[config.mk]
export PLATFORM = sky130hd
export DESIGN_NAME = abuf_phase_seq
export DESIGN_NICKNAME = d
export VERILOG_FILES = /design/src/rtl/abuf_phase_seq_pkg.sv /design/src/rtl/abuf_phase_seq_lsb_onehot_sel.sv /design/src/rtl/abuf_phase_seq.sv
export SDC_FILE = /design/constraint.sdc
export NUM_CORES = 1
export LEC_CHECK = 0
export ABC_AREA = 1
export BUFFER_PORTS_ARGS = -buffer_cell sky130_fd_sc_hd__buf_4
export CAP_MARGIN = 20
export CORE_ASPECT_RATIO = 1.2
export CORE_MARGIN = 5
export CORE_UTILIZATION = 38
export CTS_CLUSTER_SIZE = 16
export DETAILED_ROUTE_END_ITERATION = 12
export GPL_ROUTABILITY_DRIVEN = 0
export PLACE_DENSITY_LB_ADDON = 0.3
export SLEW_MARGIN = 25
export SYNTH_ARGS = -nofsm -noshare
export SYNTH_HDL_FRONTEND = slang
export SYNTH_SLANG_ARGS = --single-unit
[constraint.sdc]
create_clock -name clk -period 4.7 [get_ports clk]
set_input_delay 0.47 -clock clk [delete_from_list [all_inputs] [get_ports clk]]
set_output_delay 0.47 -clock clk [all_outputs]
set_load 0.01 [all_outputs]
[src/rtl/abuf_phase_seq_pkg.sv]
// Shared head-core definitions for the activation-buffer phase sequencer:
// the buffer's CONTROL_STATE encoding, the sequencer FSM states and the
// mapping from a phase index (bit position in the phase mask) to the
// CONTROL_STATE value presented to the buffer.
package abuf_phase_seq_pkg;

  // Number of layer phases; one mask bit per phase.
  localparam int NUM_PHASES = 8;

  // Phase presented to the activation buffer. IDLE_STATE parks the buffer
  // between sequences; phase i maps to encoding i+1.
  typedef enum logic [3:0] {
    IDLE_STATE   = 4'd0,
    Q_GEN_STATE  = 4'd1,
    K_GEN_STATE  = 4'd2,
    V_GEN_STATE  = 4'd3,
    ATT_QK_STATE = 4'd4,
    ATT_PV_STATE = 4'd5,
    PROJ_STATE   = 4'd6,
    FFN0_STATE   = 4'd7,
    FFN1_STATE   = 4'd8
  } control_state_t;

  // Sequencer FSM states.
  typedef enum logic [2:0] {
    S_IDLE   = 3'd0,
    S_UPDATE = 3'd1,
    S_START  = 3'd2,
    S_RUN    = 3'd3,
    S_DRAIN  = 3'd4,
    S_END    = 3'd5
  } seq_state_t;

  // Phase index (0=Q_GEN .. 7=FFN1) to the buffer's CONTROL_STATE value.
  function automatic control_state_t phase_to_state(input logic [2:0] idx);
    control_state_t cs;
    case (idx)
      3'd0:    cs = Q_GEN_STATE;
      3'd1:    cs = K_GEN_STATE;
      3'd2:    cs = V_GEN_STATE;
      3'd3:    cs = ATT_QK_STATE;
      3'd4:    cs = ATT_PV_STATE;
      3'd5:    cs = PROJ_STATE;
      3'd6:    cs = FFN0_STATE;
      default: cs = FFN1_STATE;
    endcase
    return cs;
  endfunction

endpackage

[src/rtl/abuf_phase_seq_lsb_onehot_sel.sv]
// Priority finder over the 8-bit phase mask. Returns the lowest set bit
// strictly above after_idx, or the lowest set bit overall when search_all
// is high. sel_valid is low when no qualifying bit exists.
module lsb_onehot_sel (
  input  logic [7:0] mask,
  input  logic [2:0] after_idx,
  input  logic       search_all,
  output logic [2:0] sel_idx,
  output logic       sel_valid
);

  // Mask bits that are candidates for selection.
  logic [7:0] qual;

  genvar gi;
  generate
    for (gi = 0; gi < 8; gi++) begin : g_qual
      assign qual[gi] = mask[gi] & (search_all | (3'(gi) > after_idx));
    end
  endgenerate

  // Scan from the top down so the lowest qualifying bit is written last and wins.
  always_comb begin
    sel_idx   = 3'd0;
    sel_valid = 1'b0;
    for (int i = 7; i >= 0; i--) begin
      if (qual[i]) begin
        sel_idx   = 3'(i);
        sel_valid = 1'b1;
      end
    end
  end

endmodule

[src/rtl/abuf_phase_seq.sv]
// Phase sequencer for the head core's activation buffer. Walks the enabled
// layer phases in order, presenting each phase to the buffer with an update
// strobe followed one cycle later by start, counts finish_row pulses up to
// the programmed row target, drains for a fixed number of cycles and then
// moves on. Every output is driven straight from a register.
module abuf_phase_seq
  import abuf_phase_seq_pkg::*;
#(
  parameter int unsigned ROW_CNT_WIDTH = 16,
  parameter int unsigned DRAIN_CYCLES  = 4
) (
  input  logic                     clk,
  input  logic                     rst_n,
  input  logic                     run,
  input  logic                     abort,
  input  logic [7:0]               phase_mask,
  input  logic [ROW_CNT_WIDTH-1:0] num_rows,
  input  logic                     finish_row,
  output control_state_t           control_state,
  output logic                     control_state_update,
  output logic                     start,
  output logic                     busy,
  output logic [ROW_CNT_WIDTH-1:0] rows_done,
  output logic                     phase_done,
  output logic                     seq_done
);

  // The drain counter is 8 bits wide, so the drain length must fit in 1..255.
  generate
    if (DRAIN_CYCLES < 1 || DRAIN_CYCLES > 255) begin : g_bad_drain
      $error("abuf_phase_seq: DRAIN_CYCLES must be in the range 1..255");
    end
  endgenerate

  localparam logic [ROW_CNT_WIDTH-1:0] ROW_ONE    = {{(ROW_CNT_WIDTH-1){1'b0}}, 1'b1};
  localparam logic [7:0]               DRAIN_LOAD = 8'(DRAIN_CYCLES - 1);

  // FSM and sequence context.
  seq_state_t               state_reg, state_next;
  logic [7:0]               mask_reg, mask_next;
  logic [ROW_CNT_WIDTH-1:0] rows_q_reg, rows_q_next;
  logic [2:0]               cur_phase_reg, cur_phase_next;
  logic [7:0]               drain_reg, drain_next;

  // Registered outputs.
  control_state_t           cs_reg, cs_next;
  logic                     update_reg, update_next;
  logic                     start_reg, start_next;
  logic                     busy_reg, busy_next;
  logic [ROW_CNT_WIDTH-1:0] rows_done_reg, rows_done_next;
  logic                     phase_done_reg, phase_done_next;
  logic                     seq_done_reg, seq_done_next;

  // Phase selection: first phase straight from the incoming mask on run,
  // next phase from the latched mask above the current phase during drain.
  logic [2:0] first_idx, next_idx;
  logic       first_valid, next_valid;

  lsb_onehot_sel u_first_sel (
    .mask       (phase_mask),
    .after_idx  (3'd0),
    .search_all (1'b1),
    .sel_idx    (first_idx),
    .sel_valid  (first_valid)
  );

  lsb_onehot_sel u_next_sel (
    .mask       (mask_reg),
    .after_idx  (cur_phase_reg),
    .search_all (1'b0),
    .sel_idx    (next_idx),
    .sel_valid  (next_valid)
  );

  // State and output registers; asynchronous reset parks the buffer at IDLE_STATE.
  always_ff @(posedge clk or negedge rst_n) begin
    if (!rst_n) begin
      state_reg      <= S_IDLE;
      mask_reg       <= '0;
      rows_q_reg     <= '0;
      cur_phase_reg  <= '0;
      drain_reg      <= '0;
      cs_reg         <= IDLE_STATE;
      update_reg     <= 1'b0;
      start_reg      <= 1'b0;
      busy_reg       <= 1'b0;
      rows_done_reg  <= '0;
      phase_done_reg <= 1'b0;
      seq_done_reg   <= 1'b0;
    end else begin
      state_reg      <= state_next;
      mask_reg       <= mask_next;
      rows_q_reg     <= rows_q_next;
      cur_phase_reg  <= cur_phase_next;
      drain_reg      <= drain_next;
      cs_reg         <= cs_next;
      update_reg     <= update_next;
      start_reg      <= start_next;
      busy_reg       <= busy_next;
      rows_done_reg  <= rows_done_next;
      phase_done_reg <= phase_done_next;
      seq_done_reg   <= seq_done_next;
    end
  end

  // Next-state logic. Output strobes are computed for the state being
  // entered, so they are visible in the same cycle as that state.
  always_comb begin
    state_next      = state_reg;
    mask_next       = mask_reg;
    rows_q_next     = rows_q_reg;
    cur_phase_next  = cur_phase_reg;
    drain_next      = drain_reg;
    cs_next         = cs_reg;
    update_next     = 1'b0;
    start_next      = 1'b0;
    rows_done_next  = rows_done_reg;
    phase_done_next = 1'b0;
    seq_done_next   = 1'b0;

    case (state_reg)
      S_IDLE: begin
        if (run && !abort) begin
          mask_next   = phase_mask;
          rows_q_next = num_rows;
          if (!first_valid || num_rows == '0) begin
            // Nothing to do: close the sequence immediately.
            state_next    = S_END;
            cs_next       = IDLE_STATE;
            update_next   = 1'b1;
            seq_done_next = 1'b1;
          end else begin
            state_next     = S_UPDATE;
            cur_phase_next = first_idx;
            cs_next        = phase_to_state(first_idx);
            update_next    = 1'b1;
            rows_done_next = '0;
          end
        end
      end

      S_UPDATE: begin
        // The buffer already holds the new phase, so its start samples it.
        state_next = S_START;
        start_next = 1'b1;
      end

      S_START: begin
        state_next = S_RUN;
      end

      S_RUN: begin
        if (finish_row) begin
          if (rows_done_reg == rows_q_reg - ROW_ONE) begin
            rows_done_next  = rows_q_reg;
            phase_done_next = 1'b1;
            drain_next      = DRAIN_LOAD;
            state_next      = S_DRAIN;
          end else begin
            rows_done_next = rows_done_reg + ROW_ONE;
          end
        end
      end

      S_DRAIN: begin
        // Stray finish_row pulses are ignored while draining.
        if (drain_reg == 8'd0) begin
          if (next_valid) begin
            state_next     = S_UPDATE;
            cur_phase_next = next_idx;
            cs_next        = phase_to_state(next_idx);
            update_next    = 1'b1;
            rows_done_next = '0;
          end else begin
            state_next    = S_END;
            cs_next       = IDLE_STATE;
            update_next   = 1'b1;
            seq_done_next = 1'b1;
          end
        end else begin
          drain_next = drain_reg - 8'd1;
        end
      end

      S_END: begin
        // A run arriving here is dropped; the host must re-issue it.
        state_next = S_IDLE;
      end

      default: begin
        state_next = S_IDLE;
      end
    endcase

    // Abort beats every other event once a sequence is active.
    if (state_reg != S_IDLE && abort) begin
      state_next      = S_END;
      cs_next         = IDLE_STATE;
      update_next     = 1'b1;
      start_next      = 1'b0;
      phase_done_next = 1'b0;
      seq_done_next   = 1'b0;
      rows_done_next  = rows_done_reg;
      cur_phase_next  = cur_phase_reg;
      drain_next      = drain_reg;
    end

    busy_next = (state_next != S_IDLE);
  end

  assign control_state        = cs_reg;
  assign control_state_update = update_reg;
  assign start                = start_reg;
  assign busy                 = busy_reg;
  assign rows_done            = rows_done_reg;
  assign phase_done           = phase_done_reg;
  assign seq_done             = seq_done_reg;

endmodule

# [After elaboration in Yosys (flattened, before gate mapping)]
# Index checks and enable logic that the tools add are counted.
[totals] n_memories=0 inputBits=29 mem_bits_ro=0 latch_bits=0 elab_cells=159 ramBits=0 output_inout_bits=25 regBits=63
[op_classes] multipliers=0 eq_ne=26 order_cmp=8 n_bitwise=9 reduce_logical=21 n_shift=0 mux=80 addsub=3 div_mod_pow=0
[ops] cell="2-to-1 mux 16 bit" count=6
[ops] cell="2-to-1 mux 3 bit" count=27
[ops] cell="case mux 4 bit (7 select lines)" count=2
[ops] cell="case mux 16 bit (3 select lines)" count=1
[ops] cell="2-to-1 mux 1 bit" count=30
[ops] cell="2-to-1 mux 8 bit" count=3
[ops] cell="== test 3 bit (second input constant)" count=7
[ops] cell="2-to-1 mux 4 bit" count=5
[ops] cell="== test 3 x 2 -> 1 bit (second input constant)" count=6
[ops] cell="adder 16 x 1 -> 16 bit (second input constant)" count=1
[ops] cell="== test 16 bit" count=1
[ops] cell="logical NOT 16 bit" count=1
[ops] cell="case mux 8 bit (2 select lines)" count=1
[ops] cell="subtractor 16 x 1 -> 16 bit (second input constant)" count=1
[ops] cell="case mux 3 bit (5 select lines)" count=1
[ops] cell="inequality test 2 bit (second input constant)" count=7
[ops] cell="> comparator 3 bit (first input constant)" count=4
[ops] cell="nonzero test 3 bit" count=4
[ops] cell="== test 3 x 1 -> 1 bit (second input constant)" count=3
[ops] cell="logical NOT 3 bit" count=3
[ops] cell="AND 1 bit" count=8
[ops] cell="logical NOT 8 bit" count=1
[ops] cell="case mux 4 bit (2 select lines)" count=1
[ops] cell="subtractor 8 x 1 -> 8 bit (second input constant)" count=1
[ops] cell="other kinds (15)" count=22

# [Logic depth before layout (Yosys ltp)]
# Gate-level depths: netlist of the first run.
[logic_depth] ltp_word=16 mapped_depth=18 mapped_depth_nobuf=17

# [Hierarchy]
# A second synthesis of the first run with hierarchy kept.
[unflattened] cells_unflattened=657 area_unflattened_um2=4555.6
[by_module_without_submodules] module="abuf_phase_seq" instances=1 seq_area_each_um2=1576.5 area_per_inst_um2=4182.8 cells_each=577
[by_module_without_submodules] module="lsb_onehot_sel" instances=2 seq_area_each_um2=0.0 area_per_inst_um2=186.4 cells_each=40

# [Worst setup path after synthesis of the first run]
# OpenSTA, ideal clock, no wires.
[synth_path] path_type="input-to-reg" from="input port phase_mask[4]" to="register cs_reg[3] (netlist: control_state[3])" arrival_ns=1.953 path_buffers=0 cell_stages=9 setup_ns=0.083 t_required_ns=4.617 path_slack_ns=2.664 cell_sequence="nor3_1 nor3_1 nor3_1 inv_1 ha_1 nor3_1 nand2_1 o31a_1 o21ai_0"
[synth_between] elab_chain_len=11 elab_cells_between_ends=24 classes_between="6 x eq/ne; 15 x mux; 3 x reduce/logical"
[synth_lines] element="start, declared" line_no="abuf_phase_seq.sv:16" rtl="input logic [7:0] phase_mask,"
[synth_lines] element="2-to-1 mux 3 bit or 2-to-1 mux 1 bit (tied branches) (5 in a row)" line_no="abuf_phase_seq_lsb_onehot_sel.sv:27" rtl="if (qual[i]) begin"
[synth_lines] element="== test 3 bit (tied with other cells)" line_no="abuf_phase_seq_pkg.sv:37" rtl="case (idx)"
[synth_lines] element="case mux 4 bit (7 select lines) or logical OR 1 bit (tied branches)" line_no="abuf_phase_seq_pkg.sv:37, abuf_phase_seq.sv:126"
[synth_lines] element="2-to-1 mux 4 bit (*)" line_no="abuf_phase_seq.sv:126" rtl="if (!first_valid || num_rows == '0) begin"
[synth_lines] element="2-to-1 mux 4 bit (*)" line_no="abuf_phase_seq.sv:123" rtl="if (run && !abort) begin"
[synth_lines] element="case mux 4 bit (2 select lines) (*)" line_no="abuf_phase_seq.sv:121" rtl="case (state_reg)"
[synth_lines] element="2-to-1 mux 4 bit (*)" line_no="abuf_phase_seq.sv:196" rtl="if (state_reg != S_IDLE && abort) begin"
[synth_lines] element="end signal, assigned" line_no="abuf_phase_seq.sv:96" rtl="cs_reg <= cs_next;"
[synth_lines] element="end, declared" line_no="abuf_phase_seq.sv:46" rtl="control_state_t cs_reg, cs_next;"
# Every way passes the cells marked *; elsewhere a longest branch is shown, timed or not. The select of a mux whose other input is x is not followed.
# A chain may end at the register's enable or synchronous reset.

# [Worst setup path in the final report of the first run]
[layout_path] from="register state_reg[0]" to="register rows_done_reg[0] (netlist: rows_done[0])"
[layout_between] elab_chain_len=4 elab_cells_between_ends=14 classes_between="7 x eq/ne; 1 x mux; 1 x bitwise; 5 x reduce/logical"
[layout_lines] element="start, declared" line_no="abuf_phase_seq.sv:39" rtl="seq_state_t state_reg, state_next;"
[layout_lines] element="start signal, assigned" line_no="abuf_phase_seq.sv:91" rtl="state_reg <= state_next;"
[layout_lines] element="branches (longest 4 deep; another with AND reduction 7 bit)"
[layout_lines] element="end signal, assigned" line_no="abuf_phase_seq.sv:100" rtl="rows_done_reg <= rows_done_next;"
[layout_lines] element="end, declared" line_no="abuf_phase_seq.sv:50" rtl="logic [ROW_CNT_WIDTH-1:0] rows_done_reg, rows_done_next;"
# Several ways; the timed one is not identified.

==> flow_summary.yaml, run 1 <==
outcome:
  status: "completed"
sta:
  maxSlewHeadroom: 0.441
  rsz0062_at_grt: "false"
  hold_viol_final: 0
  fmax_mhz: 332
  tns_ns: 0
  tightest_slew_ns: 0.833
  holdWs_ns: 0.218
  period_needed_ns: 3.01
  slew_viol_final: 0
  clock_skew_ns: 0.00614
  finalSetupViolCount: 0
  finalCritPeriodShare: 0.641
floorplan:
  rows: 43
  io_pins: 54
  die_h_um: 128
  initial_core_util: 0.383
  die_w_um: 108
  die-area_sq_um: 13800
  core_sq_um: 11400
final_layout:
  areaGrowthSynthToFinish_pct: 19.8
  drive_gt1_frac: 0.184
  antennaDiodeCount: 0
  fin_cells: 836
  fin_area_sq_um: 5240
  final_nets: 715
logic_synthesis:
  synth_area_sq_um: 4370
  ys.flop_type: "dfrtp_1"
  syn_inst: 621
  ys_warn_count: 0
  synth_seq_cells: 62
  synth_most_common_cell: "nand2_1"
  avgSynthCellArea_sq_um: 7.04
  synth.area.top_cells: "dfrtp_1, nand2_1, inv_1"
  ys_async_sr_fraction: 1.00
  synth_top_area_cell: "dfrtp_1"
  synth_seq_area_share: 0.355
  synth_edf_count: 0
  synth_top_area_share: 0.355
  postSynthNetCount: 662
  synthTopCellsByCount: "nand2_1, inv_1, dfrtp_1, nor2_1, nand3_1"
  ys_types: 39
power:
  p_leak_nw: 2.67
  powerDensity_nw_per_um2: 570
  power.internal_mw: 1.65
  seq_power_share: 0.300
  ir_worst_vdd_v: 0.000335
  combPwrFrac: 0.460
  p_switching_mw: 1.33
  p_sw_frac: 0.446
  pwr-share-clk: 0.240
place:
  io_buffers: 53
  hpwlAfterDp_um: 8970
  dpl.cell_count: 820
  dpl_cell_area_sq_um: 4910
global_routing:
  grt_pass1_vias: 4254
  globalRouteOverflowTotal: 0
  grt_max_degree: 63
  gr-usage-all-layers: 0.179
  grt_pass1_wl_um: 19700
  antenna_found_initial: 0
clock_network:
  post-cts-setup-buffers: 0
  clk_latency_ns: 0.33
  postCtsHoldBufs: 0
  ctsResizeCount: 0
  clock-sinks: 62
  htree_num_levels: 3
  clk_pin_slew_ns: 0.06
  cts_tree: "built"
  cts_buffers: 9
  cts_root_buffer: "clkbuf_16"
  clk_path_buf_depth: 2
worst_setup_path:
  crit_path_max_fanout: 14
  slowest_stage: "nor2_1"
  start_kind: "flip-flop"
  cpPeakStageDelay_ns: 0.64
  end_kind: "flip-flop"
  worstPathRequired_ns: 4.93
  arrival_ns: 3.24
  crit_chain: "nor2_1, inv_2, nor2_1, inv_2, nor2_1, nor2_1, inv_2, a211oi_2, nand2_2, nor2_4, nor2_2, inv_2, nand2_1, nand2_1"
  setup.worst_path.class: "flip-flop to flip-flop"
drt:
  avgViaCountPerCell: 5.03
  routed_wl_um: 11500
  wl_per_cell_um: 13.7
  via_count: 4207
  first_pass_iters: 6
  postRouteAntennaNets: 0
  drt-initial-drc-count: 146
  drc: 0
job:
  maxCapViolCount: 0
worst_hold_path:
  hold_path.class: "input port to asynchronous set/reset pin"
## cell usage in the layout, fill, tap and decap left out, types with 4 or more instances in the layout
master	Yosys	layout
ha_1	12	12
inv_2	9	9
o21ai_0	39	39
nand2_1	162	162
dfrtp_1	62	62
nor2_1	62	61
buf_4	2	54
inv_1	79	79
o21ai_1	16	16
xor2_1	17	17
a21oi_1	13	13
xnor2_1	8	8
nand4_1	6	6
nand3b_1	5	5
clkbuf_16	0	9
nand3_1	49	49
nand2_4	4	4
nor2_2	6	7
nor2_4	5	5
nand2_2	11	11
nor3_1	16	16
o21ai_2	9	9
## kinds of logic (layout without fill, tap and decap cells)
| logic type | Yosys count | in the layout | share of synthesized area |
|---|---|---|---|
| flip-flops | 62 | 62 | 0.355 |
| adder cells (fa/ha/maj) | 12 | 12 | 0.0343 |
| buffers and inverters | 100 | 158 | 0.0898 |
| AO/OA/AOI/OAI | 84 | 84 | 0.110 |
| XOR/XNOR | 25 | 25 | 0.0501 |
| AND/OR/NAND/NOR | 338 | 338 | 0.361 |
## worst paths after layout
kind / startpoint / to / slack (ns) / cells after the start
max: state_reg[0] / rows_done[0] / 1.69 / 14
min: rst_n / control_state[1] / 0.22 / 1
max reg2reg: state_reg[0] / rows_done[0] / 1.69 / 14
min reg2reg: mask_reg[7] / mask_reg[7] / 0.47 / 2
max in group asynchronous: rst_n / rows_q_reg[5] / 3.96 / 1
min in group clk: abort / start / 0.29 / 2
## cell type report
cell class,instances,area (sq um)
Clock buffer,9,225
Inverter,88,330
Tap cell,157,196
Timing Repair Buffer,54,405
Multi-Input combinational cell,459,2430
Sequential cell,62,1550
Fill cell,1162,6170
Clock inverter,7,97.6
## critical path: cells and delay by family (launching register included)
family	cells	cell delay, ns
buffers and inverters	4	0.57
AOI/OAI and AO/OA	1	0.04
DFF	1	0.41
and+or+nand+nor	9	1.89
## power groups by stage
stage                     clock (mW)  sequential, mW  combinational (mW)
after global routing           0.754           0.916                1.58
after detailed placement           0           0.900                1.37
final                          0.717           0.896                1.37
after global placement             0           0.898                1.34
after CTS                      0.731           0.894                1.38
after floorplan                    0           0.858                1.05
## metal layers
| layer | vias up | wire (um) | GRT usage |
|---|---|---|---|
| li1 | 2088 | - | - |
| met3 | 39 | 603 | 0.0283 |
| met4 | 0 | 551 | 0.112 |
| met5 | - | 0 | 0 |
| met2 | 125 | 5870 | 0.313 |
| met1 | 1955 | 4430 | 0.202 |
## stage by stage
stage          worst slack, ns  power, mW   util
3_3_place_gp              1.89       2.24  0.431
3_5_place_dp              1.71       2.27  0.431
4_1_cts                   1.71       3.01  0.459
6_report                  1.69       2.99  0.459
2_1_floorplan             2.66       1.91      -
5_1_grt                   1.40       3.25  0.459
Note: power is estimated with default switching activity, not from simulation.
==> run 2, diff against run 1 <==
- clock period: 4.7 -> 2.71 ns (I/O delays scaled with it)
==> run 2 against run 1 <==
Cell area increased by 0.91%. Critical path depth unchanged. Largest power group unchanged. Total power increased by 73%. Critical endpoint is now busy. Fmax increased by 26%. Via count decreased by 0.52%.
==> flow_summary.yaml, run 2 (synthesis results as in run 1) <==
drt:
  first_pass_iters: 5
  drt-initial-drc-count: 193
  wl_per_cell_um: 14.2
  postRouteAntennaNets: 0
  drc: 0
  routed_wl_um: 12000
  avgViaCountPerCell: 4.96
  via_count: 4185
final_layout:
  fin_area_sq_um: 5290
  mostFrequentLayoutCell: "nand2_1"
  fin_cells: 844
  final_cell_mix: "nand2_1, inv_1, dfrtp_1, buf_4, nor2_1"
  drive_gt1_frac: 0.194
  final_core_util: 0.463
  antennaDiodeCount: 0
  fill_cells: 1174
  areaGrowthSynthToFinish_pct: 20.9
  final_nets: 723
worst_setup_path:
  crit_path_max_fanout: 10
  crit_chain: "inv_2, ha_1, nand2_1, inv_1, nor3_1, nand3_1, nor2_1, nand3_1, nor2_2, buf_4, nand3_2, nand2_1, inv_2, nand3_1"
  cp-startpoint: "rows_q_reg[0]"
  cp.depth: 14
  cp-endpoint: "busy"
  r2r_end: "busy"
  slowest_stage: "dfrtp_1"
  r2r_start: "rows_q_reg[0]"
  critical_path_buf_inv_count: 4
  reg2reg_slack_ns: 0.31
  start_kind: "flip-flop"
  r2r_cells: 14
  cpPeakStageDelay_ns: 0.39
  cpMostUsedCell: "nand3_1"
  worstPathRequired_ns: 2.98
  crit_family: "simple AND/OR/NAND/NOR gates"
  arrival_ns: 2.67
  setup.worst_path.class: "flip-flop to flip-flop"
  end_kind: "flip-flop"
global_routing:
  grt_pass1_wl_um: 20100
  antenna_found_initial: 0
  grt_use_met1: 0.210
  grt_max_degree: 63
  globalRouteOverflowTotal: 0
  grt_pass1_vias: 4310
  gr-usage-all-layers: 0.184
  busiest_layer: "met2"
  grt_util_met2: 0.327
  grtUsageMet3: 0.0318
clock_network:
  ctsResizeCount: 0
  cts_tree: "built"
  clk_pin_slew_ns: 0.06
  cts_root_buffer: "clkbuf_16"
  cts_buffers: 9
  clk_latency_ns: 0.34
  clk_path_buf_depth: 2
  post-cts-setup-buffers: 0
  htree_num_levels: 3
  clock-sinks: 62
  postCtsHoldBufs: 0
power:
  ir_worst_vdd_v: 0.000462
  p_leak_nw: 2.71
  power.total_mw: 5.17
  powerDensity_nw_per_um2: 978
floorplan:
  core_sq_um: 11400
  initial_core_util: 0.383
  rows: 43
  io_pins: 54
  die_h_um: 128
  die-area_sq_um: 13800
  die_w_um: 108
sta:
  period_needed_ns: 2.40
  hold_viol_final: 0
  maxSlewHeadroom: 0.461
  holdWs_ns: 0.0260
  finalCritPeriodShare: 0.885
  clock_skew_ns: 0.00744
  rsz0062_at_grt: "false"
  tns_ns: 0
  slew_viol_final: 0
  tightest_slew_ns: 0.809
  setup_ws_ns: 0.312
  finalSetupViolCount: 0
  fmax_mhz: 417
place:
  io_buffers: 53
  pre_cts_slack_ns: 0.359
  dpl_cell_area_sq_um: 4970
  dpl.cell_count: 828
  hpwlAfterDp_um: 9400
worst_hold_path:
  hold_path.class: "input port to asynchronous set/reset pin"
job:
  maxCapViolCount: 0
outcome:
  status: "completed"
-- run 2: cell types whose count changed in the layout (fill, tap and decap cells not counted), sizes merged --
cell / previous run / this run
clkinvlp: 2 / 0
buf: 54 / 62
inv: 89 / 88
bufinv: 2 / 1
clkbuf: 9 / 11
clkinv: 2 / 4
-- run 2: worst min path at each step --
stage	from	endpoint	slack [ns]	depth (start not counted)
floorplan	rst_n	busy	-0.02	0
global placement	rst_n	control_state_update	0.41	1
detailed placement	rst_n	drain_reg[7]	0.42	1
CTS	rst_n	drain_reg[4]	0.07	1
global route	abort	start	0.10	2
finish	rst_n	drain_reg[4]	0.03	1
-- run 2: layer usage --
layer / vias up / wire length [um]
met3: 30 / 574
met1: 1945 / 4820
li1: 2096 / -
met4: 0 / 393
met2: 114 / 6180
met5: - / 0
-- run 2: where the power goes --
part	total, mW	switching (mW)	internal (mW)
Combinational	2.45	1.58	0.866
Clock	1.18	0.421	0.761
Sequential	1.54	0.316	1.23
-- run 2: worst reg2reg max path: stages (launching register included) --
cell and delay [ns]:
dfrtp_1 0.39, inv_2 0.12, ha_1 0.26, nand2_1 0.07
inv_1 0.04, nor3_1 0.29, nand3_1 0.12, nor2_1 0.11
nand3_1 0.08, nor2_2 0.30, buf_4 0.25, nand3_2 0.09
nand2_1 0.11, inv_2 0.04, nand3_1 0.07
-- run 2: final cells by class --
class | instances | area (sq um) | area share
multi-input combinational | 459 | 2430 | 0.460
inverter | 88 | 330 | 0.0625
timing repair buffer | 62 | 465 | 0.0881
sequential | 62 | 1550 | 0.294
clock inverter | 5 | 57.6 | 0.0109
clock buffer | 11 | 253 | 0.0478
tap | 157 | 196 | 0.0372
